==> config.mk <==
export PLATFORM = sky130hd
export DESIGN_NAME = irq_ctrl
export DESIGN_NICKNAME = d
export VERILOG_FILES = /design/src/rtl/irqc_pkg.sv /design/src/rtl/irqc_gateway.sv /design/src/rtl/irq_ctrl.sv
export SDC_FILE = /design/constraint.sdc
export NUM_CORES = 1
export LEC_CHECK = 0
export BUFFER_PORTS_ARGS = -buffer_cell sky130_fd_sc_hd__buf_4
export CAP_MARGIN = 10
export CORE_AREA = 2 2 148 150
export DETAILED_ROUTE_END_ITERATION = 12
export DIE_AREA = 0 0 150 152
export SLEW_MARGIN = 15
export SYNTH_ARGS = -nofsm -noshare
export SYNTH_HDL_FRONTEND = slang
export SYNTH_HIERARCHICAL = 1
export SYNTH_SLANG_ARGS = --single-unit
==> constraint.sdc <==
create_clock -name clk -period 24.3 [get_ports clk]
set_input_delay 4.86 -clock clk [delete_from_list [all_inputs] [get_ports clk]]
set_output_delay 4.86 -clock clk [all_outputs]
set_load 0.02 [all_outputs]
==> src/rtl/irqc_pkg.sv <==
// Shared definitions for the interrupt controller: peripheral bus payloads,
// register offsets, default sizing and fixed source ID assignments.
package irqc_pkg;

    localparam int unsigned DBUS_ADDR_W = 32;
    localparam int unsigned DBUS_DATA_W = 32;

    typedef struct packed {
        logic [DBUS_ADDR_W-1:0] addr;
        logic [DBUS_DATA_W-1:0] w_data;
        logic                   w_en;
        logic                   req;
    } type_dbus2peri_s;

    typedef struct packed {
        logic [DBUS_DATA_W-1:0] r_data;
        logic                   ack;
    } type_peri2dbus_s;

    localparam int unsigned IRQC_NUM_SRC = 8;
    localparam int unsigned IRQC_PRIO_W  = 3;
    localparam int unsigned IRQC_MAX_SRC = 31;

    localparam logic [7:0] REG_PENDING   = 8'h00;
    localparam logic [7:0] REG_ENABLE    = 8'h04;
    localparam logic [7:0] REG_TRIGGER   = 8'h08;
    localparam logic [7:0] REG_THRESHOLD = 8'h0C;
    localparam logic [7:0] REG_CLAIM     = 8'h10;
    localparam logic [7:0] REG_PRIO_BASE = 8'h20;

    localparam logic [4:0] IRQ_ID_NONE  = 5'd0;
    localparam logic [4:0] IRQ_ID_GPIO  = 5'd1;
    localparam logic [4:0] IRQ_ID_UART  = 5'd2;
    localparam logic [4:0] IRQ_ID_TIMER = 5'd3;

    // Byte offset of the priority register for source index idx
    function automatic logic [7:0] prio_offset(input int idx);
        return REG_PRIO_BASE + 8'(4 * idx);
    endfunction

endpackage

==> src/rtl/irqc_gateway.sv <==
// Per-source interrupt gateway: level/edge detection plus pending and
// in-service tracking driven by claim/complete strobes.
module irqc_gateway (
    input  logic clk,
    input  logic rst,
    input  logic src,
    input  logic mode,
    input  logic claim,
    input  logic complete,
    output logic pending,
    output logic in_service
);

    logic src_prev;
    logic set_c;

    // mode=1 catches rising edges, mode=0 follows the level; nothing while in service
    always_comb begin
        set_c = 1'b0;
        if (!in_service) begin
            set_c = mode ? (src & ~src_prev) : (src & ~pending);
        end
    end

    always_ff @(posedge clk) begin
        if (rst) begin
            src_prev   <= 1'b0;
            pending    <= 1'b0;
            in_service <= 1'b0;
        end else begin
            src_prev <= src;
            if (claim) begin
                pending    <= 1'b0;
                in_service <= 1'b1;
            end else begin
                if (set_c) begin
                    pending <= 1'b1;
                end
                if (complete) begin
                    in_service <= 1'b0;
                end
            end
        end
    end

endmodule

==> src/rtl/irq_ctrl.sv <==
// Platform interrupt controller: per-source gateways, priority arbiter,
// register file and claim/complete over the peripheral data bus.
module irq_ctrl
    import irqc_pkg::*;
#(
    parameter int unsigned NUM_SRC = IRQC_NUM_SRC,
    parameter int unsigned PRIO_W  = IRQC_PRIO_W
) (
    input  logic                clk,
    input  logic                rst,
    input  logic                irqc_sel_i,
    input  type_dbus2peri_s     dbus2irqc_i,
    output type_peri2dbus_s     irqc2dbus_o,
    input  logic [NUM_SRC-1:0]  irq_src_i,
    output logic                ext_irq_o
);

    localparam int unsigned ID_W = $clog2(NUM_SRC + 1);

    logic [NUM_SRC-1:0] enable_q;
    logic [NUM_SRC-1:0] trigger_q;
    logic [PRIO_W-1:0]  threshold_q;
    logic [PRIO_W-1:0]  prio_q [NUM_SRC];
    logic [NUM_SRC-1:0] pending;
    logic [NUM_SRC-1:0] in_service;
    logic               ack_q;
    logic [DBUS_DATA_W-1:0] r_data_q;

    logic               txn_c;
    logic               wr_c;
    logic               rd_c;
    logic [7:0]         addr_c;
    logic               claim_c;
    logic               complete_c;
    logic [NUM_SRC-1:0] claim_vec_c;
    logic [NUM_SRC-1:0] complete_vec_c;
    logic [PRIO_W-1:0]  best_prio_c;
    logic [ID_W-1:0]    best_id_c;
    logic [DBUS_DATA_W-1:0] rd_data_c;
    logic               unused_addr;

    assign addr_c      = dbus2irqc_i.addr[7:0];
    assign unused_addr = ^dbus2irqc_i.addr[DBUS_ADDR_W-1:8];
    assign txn_c       = dbus2irqc_i.req & irqc_sel_i;
    assign wr_c        = txn_c & dbus2irqc_i.w_en;
    assign rd_c        = txn_c & ~dbus2irqc_i.w_en;
    assign claim_c     = rd_c & (addr_c == REG_CLAIM) & (best_id_c != '0);
    assign complete_c  = wr_c & (addr_c == REG_CLAIM);

    // Claim targets the current winner; complete only touches an in-service source
    always_comb begin
        claim_vec_c    = '0;
        complete_vec_c = '0;
        for (int i = 0; i < NUM_SRC; i++) begin
            claim_vec_c[i]    = claim_c & (best_id_c == ID_W'(i + 1));
            complete_vec_c[i] = complete_c & in_service[i]
                              & (dbus2irqc_i.w_data == DBUS_DATA_W'(i + 1));
        end
    end

    // Bit 0 carries the GPIO interrupt line
    for (genvar g = 0; g < NUM_SRC; g++) begin : g_gw
        irqc_gateway u_gw (
            .clk        (clk),
            .rst        (rst),
            .src        (irq_src_i[g]),
            .mode       (trigger_q[g]),
            .claim      (claim_vec_c[g]),
            .complete   (complete_vec_c[g]),
            .pending    (pending[g]),
            .in_service (in_service[g])
        );
    end

    // Highest priority wins; strict compare keeps the lowest index on a tie
    always_comb begin
        best_prio_c = '0;
        best_id_c   = '0;
        for (int i = 0; i < NUM_SRC; i++) begin
            if (pending[i] && enable_q[i] && (prio_q[i] > threshold_q)
                && (prio_q[i] > best_prio_c)) begin
                best_prio_c = prio_q[i];
                best_id_c   = ID_W'(i + 1);
            end
        end
    end

    always_comb begin
        rd_data_c = '0;
        case (addr_c)
            REG_PENDING:   rd_data_c = DBUS_DATA_W'(pending);
            REG_ENABLE:    rd_data_c = DBUS_DATA_W'(enable_q);
            REG_TRIGGER:   rd_data_c = DBUS_DATA_W'(trigger_q);
            REG_THRESHOLD: rd_data_c = DBUS_DATA_W'(threshold_q);
            REG_CLAIM:     rd_data_c = DBUS_DATA_W'(best_id_c);
            default:       rd_data_c = '0;
        endcase
        for (int i = 0; i < NUM_SRC; i++) begin
            if (addr_c == prio_offset(i)) begin
                rd_data_c = DBUS_DATA_W'(prio_q[i]);
            end
        end
    end

    always_ff @(posedge clk) begin
        if (rst) begin
            enable_q    <= '0;
            trigger_q   <= '0;
            threshold_q <= '0;
            ack_q       <= 1'b0;
            r_data_q    <= '0;
            ext_irq_o   <= 1'b0;
            for (int i = 0; i < NUM_SRC; i++) begin
                prio_q[i] <= '0;
            end
        end else begin
            ack_q     <= txn_c;
            r_data_q  <= rd_c ? rd_data_c : '0;
            ext_irq_o <= (best_id_c != '0);
            if (wr_c) begin
                case (addr_c)
                    REG_ENABLE:    enable_q    <= dbus2irqc_i.w_data[NUM_SRC-1:0];
                    REG_TRIGGER:   trigger_q   <= dbus2irqc_i.w_data[NUM_SRC-1:0];
                    REG_THRESHOLD: threshold_q <= dbus2irqc_i.w_data[PRIO_W-1:0];
                    default:       ;
                endcase
                for (int i = 0; i < NUM_SRC; i++) begin
                    if (addr_c == prio_offset(i)) begin
                        prio_q[i] <= dbus2irqc_i.w_data[PRIO_W-1:0];
                    end
                end
            end
        end
    end

    assign irqc2dbus_o = '{r_data: r_data_q, ack: ack_q};

endmodule
# After elaboration in Yosys (flattened, before gate mapping)
# Memories as Yosys holds them, arrays and structs flattened.
# Cells that the tools add are included.
dict set report word_totals {
  regBits 53
  ramBits 24
  input_bits 77
  output_inout_bits 34
  elab_cells 293
  memories 1
}
dict set report classes {
  magnitude_cmp 16
  eq_ne 28
  mux 98
  n_bitwise 72
  n_reduce_logical 47
}
# name depth word_bits read_ports rd_ports_with_merged_regs write_ports line_no
set mem_list {}
lappend mem_list {prio_q 8 3 8 0 8 irq_ctrl.sv:23} ;# logic [PRIO_W-1:0] prio_q [NUM_SRC];
# op count
set ops {}
lappend ops {{equality test 32 x 3 -> 1 bit, second input constant} 4}
lappend ops {{two-way mux 3 bit} 23}
lappend ops {{two-way mux 1 bit} 67}
lappend ops {{equality test 32 x 2 -> 1 bit, second input constant} 2}
lappend ops {{equality test 8 x 6 -> 1 bit, second input constant} 8}
lappend ops {{bitwise AND 1 bit} 46}
lappend ops {{greater-than comparator 3 bit} 15}
lappend ops {{case mux 8 bit (5 select lines)} 1}
lappend ops {{equality test 32 x 1 -> 1 bit, second input constant} 1}
lappend ops {{equality test 32 x 4 -> 1 bit, second input constant} 1}
lappend ops {{two-way mux 4 bit} 7}
lappend ops {{logical AND 1 bit} 24}
lappend ops {{NOT 1 bit} 18}
lappend ops {{OR reduction 2 bit} 9}
lappend ops {{equality test 4 x 3 -> 1 bit, second input constant} 4}
lappend ops {{equality test 8 x 4 -> 1 bit, second input constant} 2}
lappend ops {{nonzero test 2 bit} 8}
lappend ops {{OR reduction 10 bit} 1}
lappend ops {{equality test 4 x 2 -> 1 bit, second input constant} 2}
lappend ops {{equality test 8 x 3 -> 1 bit, second input constant} 1}
lappend ops {{equality test 8 x 5 -> 1 bit, second input constant} 1}
lappend ops {{zero test 8 bit} 1}
lappend ops {{bitwise OR 1 bit} 8}
lappend ops {{AND reduction 2 bit} 3}
lappend ops {{4 further kinds} 4}

# Longest topological paths before layout
# An unclocked memory read counts as a cell.
dict set report depth {
  word_depth 35
  ltp_mapped 54
  mapped_depth_nobuf 54
}

# By module
# The synthesis kept the hierarchy.
# mod instances cells_per_inst area_per_inst_um2 seq_area_each_um2
set by_module_without_submodules {}
lappend by_module_without_submodules {irq_ctrl 1 506 4159.0 1301.2}
lappend by_module_without_submodules {irqc_gateway 8 11 102.6 60.1}

# Worst setup path after synthesis
# OpenSTA, ideal clock, no wires.
dict set report synth_path {
  path_type {reg-to-reg}
  from {reg threshold_q[2]}
  to {reg g_gw[0].u_gw.in_service}
  arrival_ns 9.891
  setup_slack_ns 14.345
  path_stages_with_launch 50
  synth_period_minus_slack_ns 9.955
  path_cell_list {dfxtp_1 -> inv_1 -> ha_1 -> nand3_2 -> o2111ai_2 -> or3b_4 -> ha_1 -> nand3_1 -> and4_1 -> nand2_1 -> mux2i_1 -> ha_1 -> a31oi_1 -> nand4_2 -> o211a_4 -> o21bai_1 -> ha_1 -> nand3_1 -> (+14 left out) -> a31oi_2 -> o21ai_2 -> mux2i_1 -> ha_1 -> nor2b_1 -> o21a_1 -> o221ai_1 -> mux2_2 -> ha_1 -> a21o_1 -> a21oi_1 -> nor3_1 -> or2_2 -> nor3_1 -> nand3_1 -> nor3_2 -> a21oi_1 -> nor2_1}
}
dict set report synth_via {
  elab_chain_cells 29
  word_cells_on_any_way 52
  classes_between {order compare (15); eq/ne (1); mux (16); bitwise (2); reduce/logical (18)}
}
# element line_no
set synth_rtl {}
lappend synth_rtl {{start, declared} irq_ctrl.sv:22} ;# logic [PRIO_W-1:0] threshold_q;
lappend synth_rtl {{start signal, assigned} irq_ctrl.sv:124} ;# REG_THRESHOLD: threshold_q <= dbus2irqc_i.w_data[PRIO_W-1:0];
lappend synth_rtl {{greater-than comparator 3 bit} irq_ctrl.sv:80} ;# if (pending[i] && enable_q[i] && (prio_q[i] > threshold_q)
lappend synth_rtl {{logical AND 1 bit} irq_ctrl.sv:80}
lappend synth_rtl {{logical AND 1 bit} irq_ctrl.sv:81} ;# && (prio_q[i] > best_prio_c)) begin
lappend synth_rtl {{two-way mux 3 bit} irq_ctrl.sv:80}
lappend synth_rtl {{greater-than comparator 3 bit} irq_ctrl.sv:81}
lappend synth_rtl {{logical AND 1 bit} irq_ctrl.sv:81}
lappend synth_rtl {{two-way mux 3 bit} irq_ctrl.sv:80}
lappend synth_rtl {{greater-than comparator 3 bit} irq_ctrl.sv:81}
lappend synth_rtl {{(+14 left out)} n/a}
lappend synth_rtl {{greater-than comparator 3 bit} irq_ctrl.sv:81}
lappend synth_rtl {{logical AND 1 bit} irq_ctrl.sv:81}
lappend synth_rtl {{two-way mux 4 bit (*)} irq_ctrl.sv:80}
lappend synth_rtl {{nonzero test 4 bit} irq_ctrl.sv:47} ;# assign claim_c = rd_c & (addr_c == REG_CLAIM) & (best_id_c != '0);
lappend synth_rtl {{bitwise AND 1 bit} irq_ctrl.sv:47}
lappend synth_rtl {{bitwise AND 1 bit (*)} irq_ctrl.sv:55} ;# claim_vec_c[i] = claim_c & (best_id_c == ID_W'(i + 1));
lappend synth_rtl {{named net claim_vec_c[0]} irq_ctrl.sv:35} ;# logic [NUM_SRC-1:0] claim_vec_c;
lappend synth_rtl {{two-way mux 1 bit / nonzero test 2 bit (equally long branches)} n/a}
lappend synth_rtl {{end signal, assigned} irqc_gateway.sv:29} ;# in_service <= 1'b0;
lappend synth_rtl {{end signal, assigned} irqc_gateway.sv:34} ;# in_service <= 1'b1;
lappend synth_rtl {{end signal, assigned} irqc_gateway.sv:40} ;# in_service <= 1'b0;
lappend synth_rtl {{end, declared} irqc_gateway.sv:11} ;# output logic in_service
# The timed path passes the listed nets; every way through them passes the cells marked *.
# A chain may end at the register's enable or synchronous reset.

# Worst setup path in the final report
dict set report layout_path {
  from {reg threshold_q[2]}
  to {reg g_gw[1].u_gw.pending}
}
dict set report layout_via {
  elab_chain_cells 29
  word_cells_on_any_way 51
  classes_between {order compare (15); eq/ne (1); mux (15); bitwise (2); reduce/logical (18)}
}
# element line_no
set layout_rtl {}
lappend layout_rtl {{greater-than comparator 3 bit} irq_ctrl.sv:80}
lappend layout_rtl {{logical AND 1 bit} irq_ctrl.sv:80}
lappend layout_rtl {{logical AND 1 bit} irq_ctrl.sv:81}
lappend layout_rtl {{two-way mux 3 bit} irq_ctrl.sv:80}
lappend layout_rtl {{greater-than comparator 3 bit} irq_ctrl.sv:81}
lappend layout_rtl {{logical AND 1 bit} irq_ctrl.sv:81}
lappend layout_rtl {{two-way mux 3 bit} irq_ctrl.sv:80}
lappend layout_rtl {{greater-than comparator 3 bit} irq_ctrl.sv:81}
lappend layout_rtl {{(+14 left out)} n/a}
lappend layout_rtl {{greater-than comparator 3 bit} irq_ctrl.sv:81}
lappend layout_rtl {{logical AND 1 bit} irq_ctrl.sv:81}
lappend layout_rtl {{two-way mux 4 bit (*)} irq_ctrl.sv:80}
lappend layout_rtl {{nonzero test 4 bit} irq_ctrl.sv:47}
lappend layout_rtl {{bitwise AND 1 bit} irq_ctrl.sv:47}
lappend layout_rtl {{bitwise AND 1 bit (*)} irq_ctrl.sv:55}
lappend layout_rtl {{named net claim_vec_c[1]} irq_ctrl.sv:35}
lappend layout_rtl {{OR reduction 2 bit (no line) (*)} n/a}
lappend layout_rtl {{end signal, assigned} irqc_gateway.sv:28} ;# pending <= 1'b0;
lappend layout_rtl {{end signal, assigned} irqc_gateway.sv:33} ;# pending <= 1'b0;
lappend layout_rtl {{end signal, assigned} irqc_gateway.sv:37} ;# pending <= 1'b1;
lappend layout_rtl {{end, declared} irqc_gateway.sv:10} ;# output logic pending,
# Marks and branches as above.

==> metrics <==
worst slew pin tran 0.884 ns; R2R Path End g_gw[1].u_gw/pending$_SDFFE_PP0P_; H-tree level count 3; die height 152 µm; R2R Setup Slk 11.96 ns; hold depth 2; synthesis warning total 6; Worst Skew 0.00812 ns; Antenna Violating Nets Remaining 0; most used cell along the critical path ha_1; setup repair after global routing missed its margin no; clock latency on the worst-skew pair 0.34 ns; Final Non-Filler Cells 941; Initial DRC Count 365; final core occ 28.0%; first-pass GRT wire length 22,300 µm; CTS tree built; Max Slew Vio Count 0; initial antenna violation count 0; vias in the first global route 4,150; top cell type's share of synthesized area 21.3%; hold crit path type reg2reg; Final Wtd Congestion 0.839; Hold EP enable_q[4]$_SDFFE_PP0P_; Critical Path Sink Type register; total grt overflow 0; CP max stage cell o221ai_1; DR vias 4,571; Bufs on Longest Clock Path 2; Seq cells post-synth 77; FILL cells 2,358; Max Cap Violations 0; Wirelength per Cell 15.3 µm; Sink Count 77; Hold Buf Count CTS 0; Arr. time, crit path 12.54 ns; Post-CTS Setup Bufs 0; initial cell density of the core 23.3%; via/cell ratio 4.86; Mapped Cells 594; # port buffers 62; Max IR drop VDD 0.0369 mV; largest area contributor in the netlist dfxtp_1; WP data required 24.51 ns; fraction of layout cells with a size suffix above 1 16.2%; hold path startpoint enable_q[4]$_SDFFE_PP0P_; Post-synth EDFFs 24; Synth Flop Type dfxtp_1; Die X 150 µm; dpl cells 925; max incr delay on CP 0.67 ns; FF-to-FF path depth 47; core area 21,400 µm²; status completed; GRT Total Usage 12.5%; Setup CP Type reg2reg; Mean Syn Cell Area 8.38 µm²; Async SR Flop Fraction 0%; Final Hold Fails 0; Slew HR 40.5%; hpwl dp 10,900 µm; FP Rows 54; library cells used by synthesis 60; setup TNS 0 ns; final wirelength 14,400 µm; CTS buffer count 9; Fmax achieved 81.1 MHz; Tmin final 12.34 ns; Reg-to-Reg Start threshold_q[2]$_SDFFE_PP0P_; # DRC 0; largest net degree at the start of global routing 58; Final Setup Violations 0; root buf cell clkbuf_16; drt first pass iters 8; Final Net Count 774; setup ws final 11.96 ns; crit start category register; synth-to-layout area growth 20.1%; PD cells 52.1 nW/µm²; sequential element share of the synthesized area 35.8%; final worst-path cycle share 50.8%; Cell Area, Synth 4980 µm²; Post-Place Worst Slack 12.09 ns; Pleak 0.00229 µW; die area 22,800 µm²; crit-path max FO 10; ranking of synthesized cells by area dfxtp_1 (21%), edfxtp_1 (14%), ha_1 (10%), nand2_1 (5.2%), a21oi_1 (4.7%); antenna cells 0; hold_ws 0.474 ns; Clock transition at path regs 0.06 ns; post-CTS sizing 0; # IOs 111
## layout by cell type (no fill, tap or decap), drive strengths merged, types with 14 or more instances in the layout
master,instances
a21oi,47
and3,14
buf,64
conb,24
dfxtp,53
edfxtp,24
ha,41
inv,40
nand2,69
nand3,40
nor2,59
nor3,19
o21ai,18
## kinds of logic (layout without fill, tap and decap cells)
group           Yosys count  in the layout  synth area share (%)
other cells               1             24                0.0753
buf+inv                  75            119                  7.54
fa+ha+maj                41             41                  10.3
simple gates            266            266                  27.4
flops                    77             77                  35.8
mux                       9              9                  1.91
compound gates          125            125                  17.0
## stage by stage
| step | total power (µW) | cell area (µm²) |
|---|---|---|
| 2_1_floorplan | 163 | 5070 |
| 3_3_place_gp | 175 | 5670 |
| 3_5_place_dp | 175 | 5670 |
| 4_1_cts | 314 | 5980 |
| 5_1_grt | 323 | 5980 |
| 6_report | 312 | 5980 |
## cells in the mapped netlist, types with 8 or more instances
| cell type | n |
|---|---|
| nand2_1 | 69 |
| nor2_1 | 59 |
| dfxtp_1 | 53 |
| a21oi_1 | 47 |
| ha_1 | 41 |
| inv_1 | 39 |
| nand3_1 | 39 |
| buf_4 | 25 |
| edfxtp_1 | 24 |
| o21ai_0 | 15 |
| and3_1 | 14 |
| nand2b_1 | 12 |
| nor2b_1 | 12 |
| nor4_1 | 12 |
| a31oi_1 | 11 |
| nor3_2 | 10 |
| clkbuf_1 | 9 |
| nand3b_1 | 9 |
| nor3_1 | 9 |
| a222oi_1 | 8 |
## critical path, delay by kind of cell, from the launching register on
family,cells,cell delay (ns)
AOI/OAI and AO/OA,13,3.56
adders and majority gates,8,2.51
buffers and inverters,1,0.39
DFF,1,0.33
muxes,4,1.51
and+or+nand+nor,21,3.89
## routing by layer
metal  vias up  share of wire [%]  routed length (µm)  global-route usage (%)
met5         -                  0                   0                       0
met1      2141                 46                6620                    17.4
li1       2245                  -                   -                       -
met3        20                6.4                 921                    2.55
met2       165                 46                6620                    19.5
met4         0                1.7                 246                    4.13
## layout make-up
class	instances	area, µm²	area share, %
Inverter	39	146	2.45
Clock buffer	12	258	4.31
Timing Repair Buffer	64	480	8.04
Sequential cell	77	1780	29.8
Clock inverter	4	52.6	0.879
Multi-Input combinational cell	465	2910	48.7
Tap cell	280	350	5.86
## registers in the layout, summed over array words and instances, names as in the netlist
register / count
g_gw.u_gw/pending: 8
ext_irq_o: 1
r_data_q: 8
enable_q: 8
g_gw.u_gw/src_prev: 8
g_gw.u_gw/in_service: 8
threshold_q: 3
prio_q: 24
ack_q: 1
trigger_q: 8
## report_power, final
part	internal [µW]	leakage, µW	total (µW)	switching, µW
Sequential	137	0.000660	141	4.25
Combinational	13.0	0.00147	31.7	18.7
Clock	86.2	0.000152	139	52.8
Total	236	0.00229	312	75.7
## how the worst max path moves through the flow
| stage | from | to | slack (ns) | cells after the start |
|---|---|---|---|---|
| final | threshold_q[2]$_SDFFE_PP0P_ | g_gw[1].u_gw/pending$_SDFFE_PP0P_ | 11.96 | 47 |
| after global routing | threshold_q[2]$_SDFFE_PP0P_ | g_gw[1].u_gw/in_service$_SDFFE_PP0P_ | 11.08 | 48 |
| after CTS | threshold_q[2]$_SDFFE_PP0P_ | g_gw[1].u_gw/pending$_SDFFE_PP0P_ | 12.03 | 47 |
| after detailed placement | threshold_q[2]$_SDFFE_PP0P_ | g_gw[1].u_gw/pending$_SDFFE_PP0P_ | 12.09 | 47 |
| after global placement | threshold_q[2]$_SDFFE_PP0P_ | g_gw[0].u_gw/pending$_SDFFE_PP0P_ | 12.18 | 47 |
| after floorplan | threshold_q[2]$_SDFFE_PP0P_ | g_gw[0].u_gw/in_service$_SDFFE_PP0P_ | 14.34 | 49 |
Power figures use the tool's default switching activity.
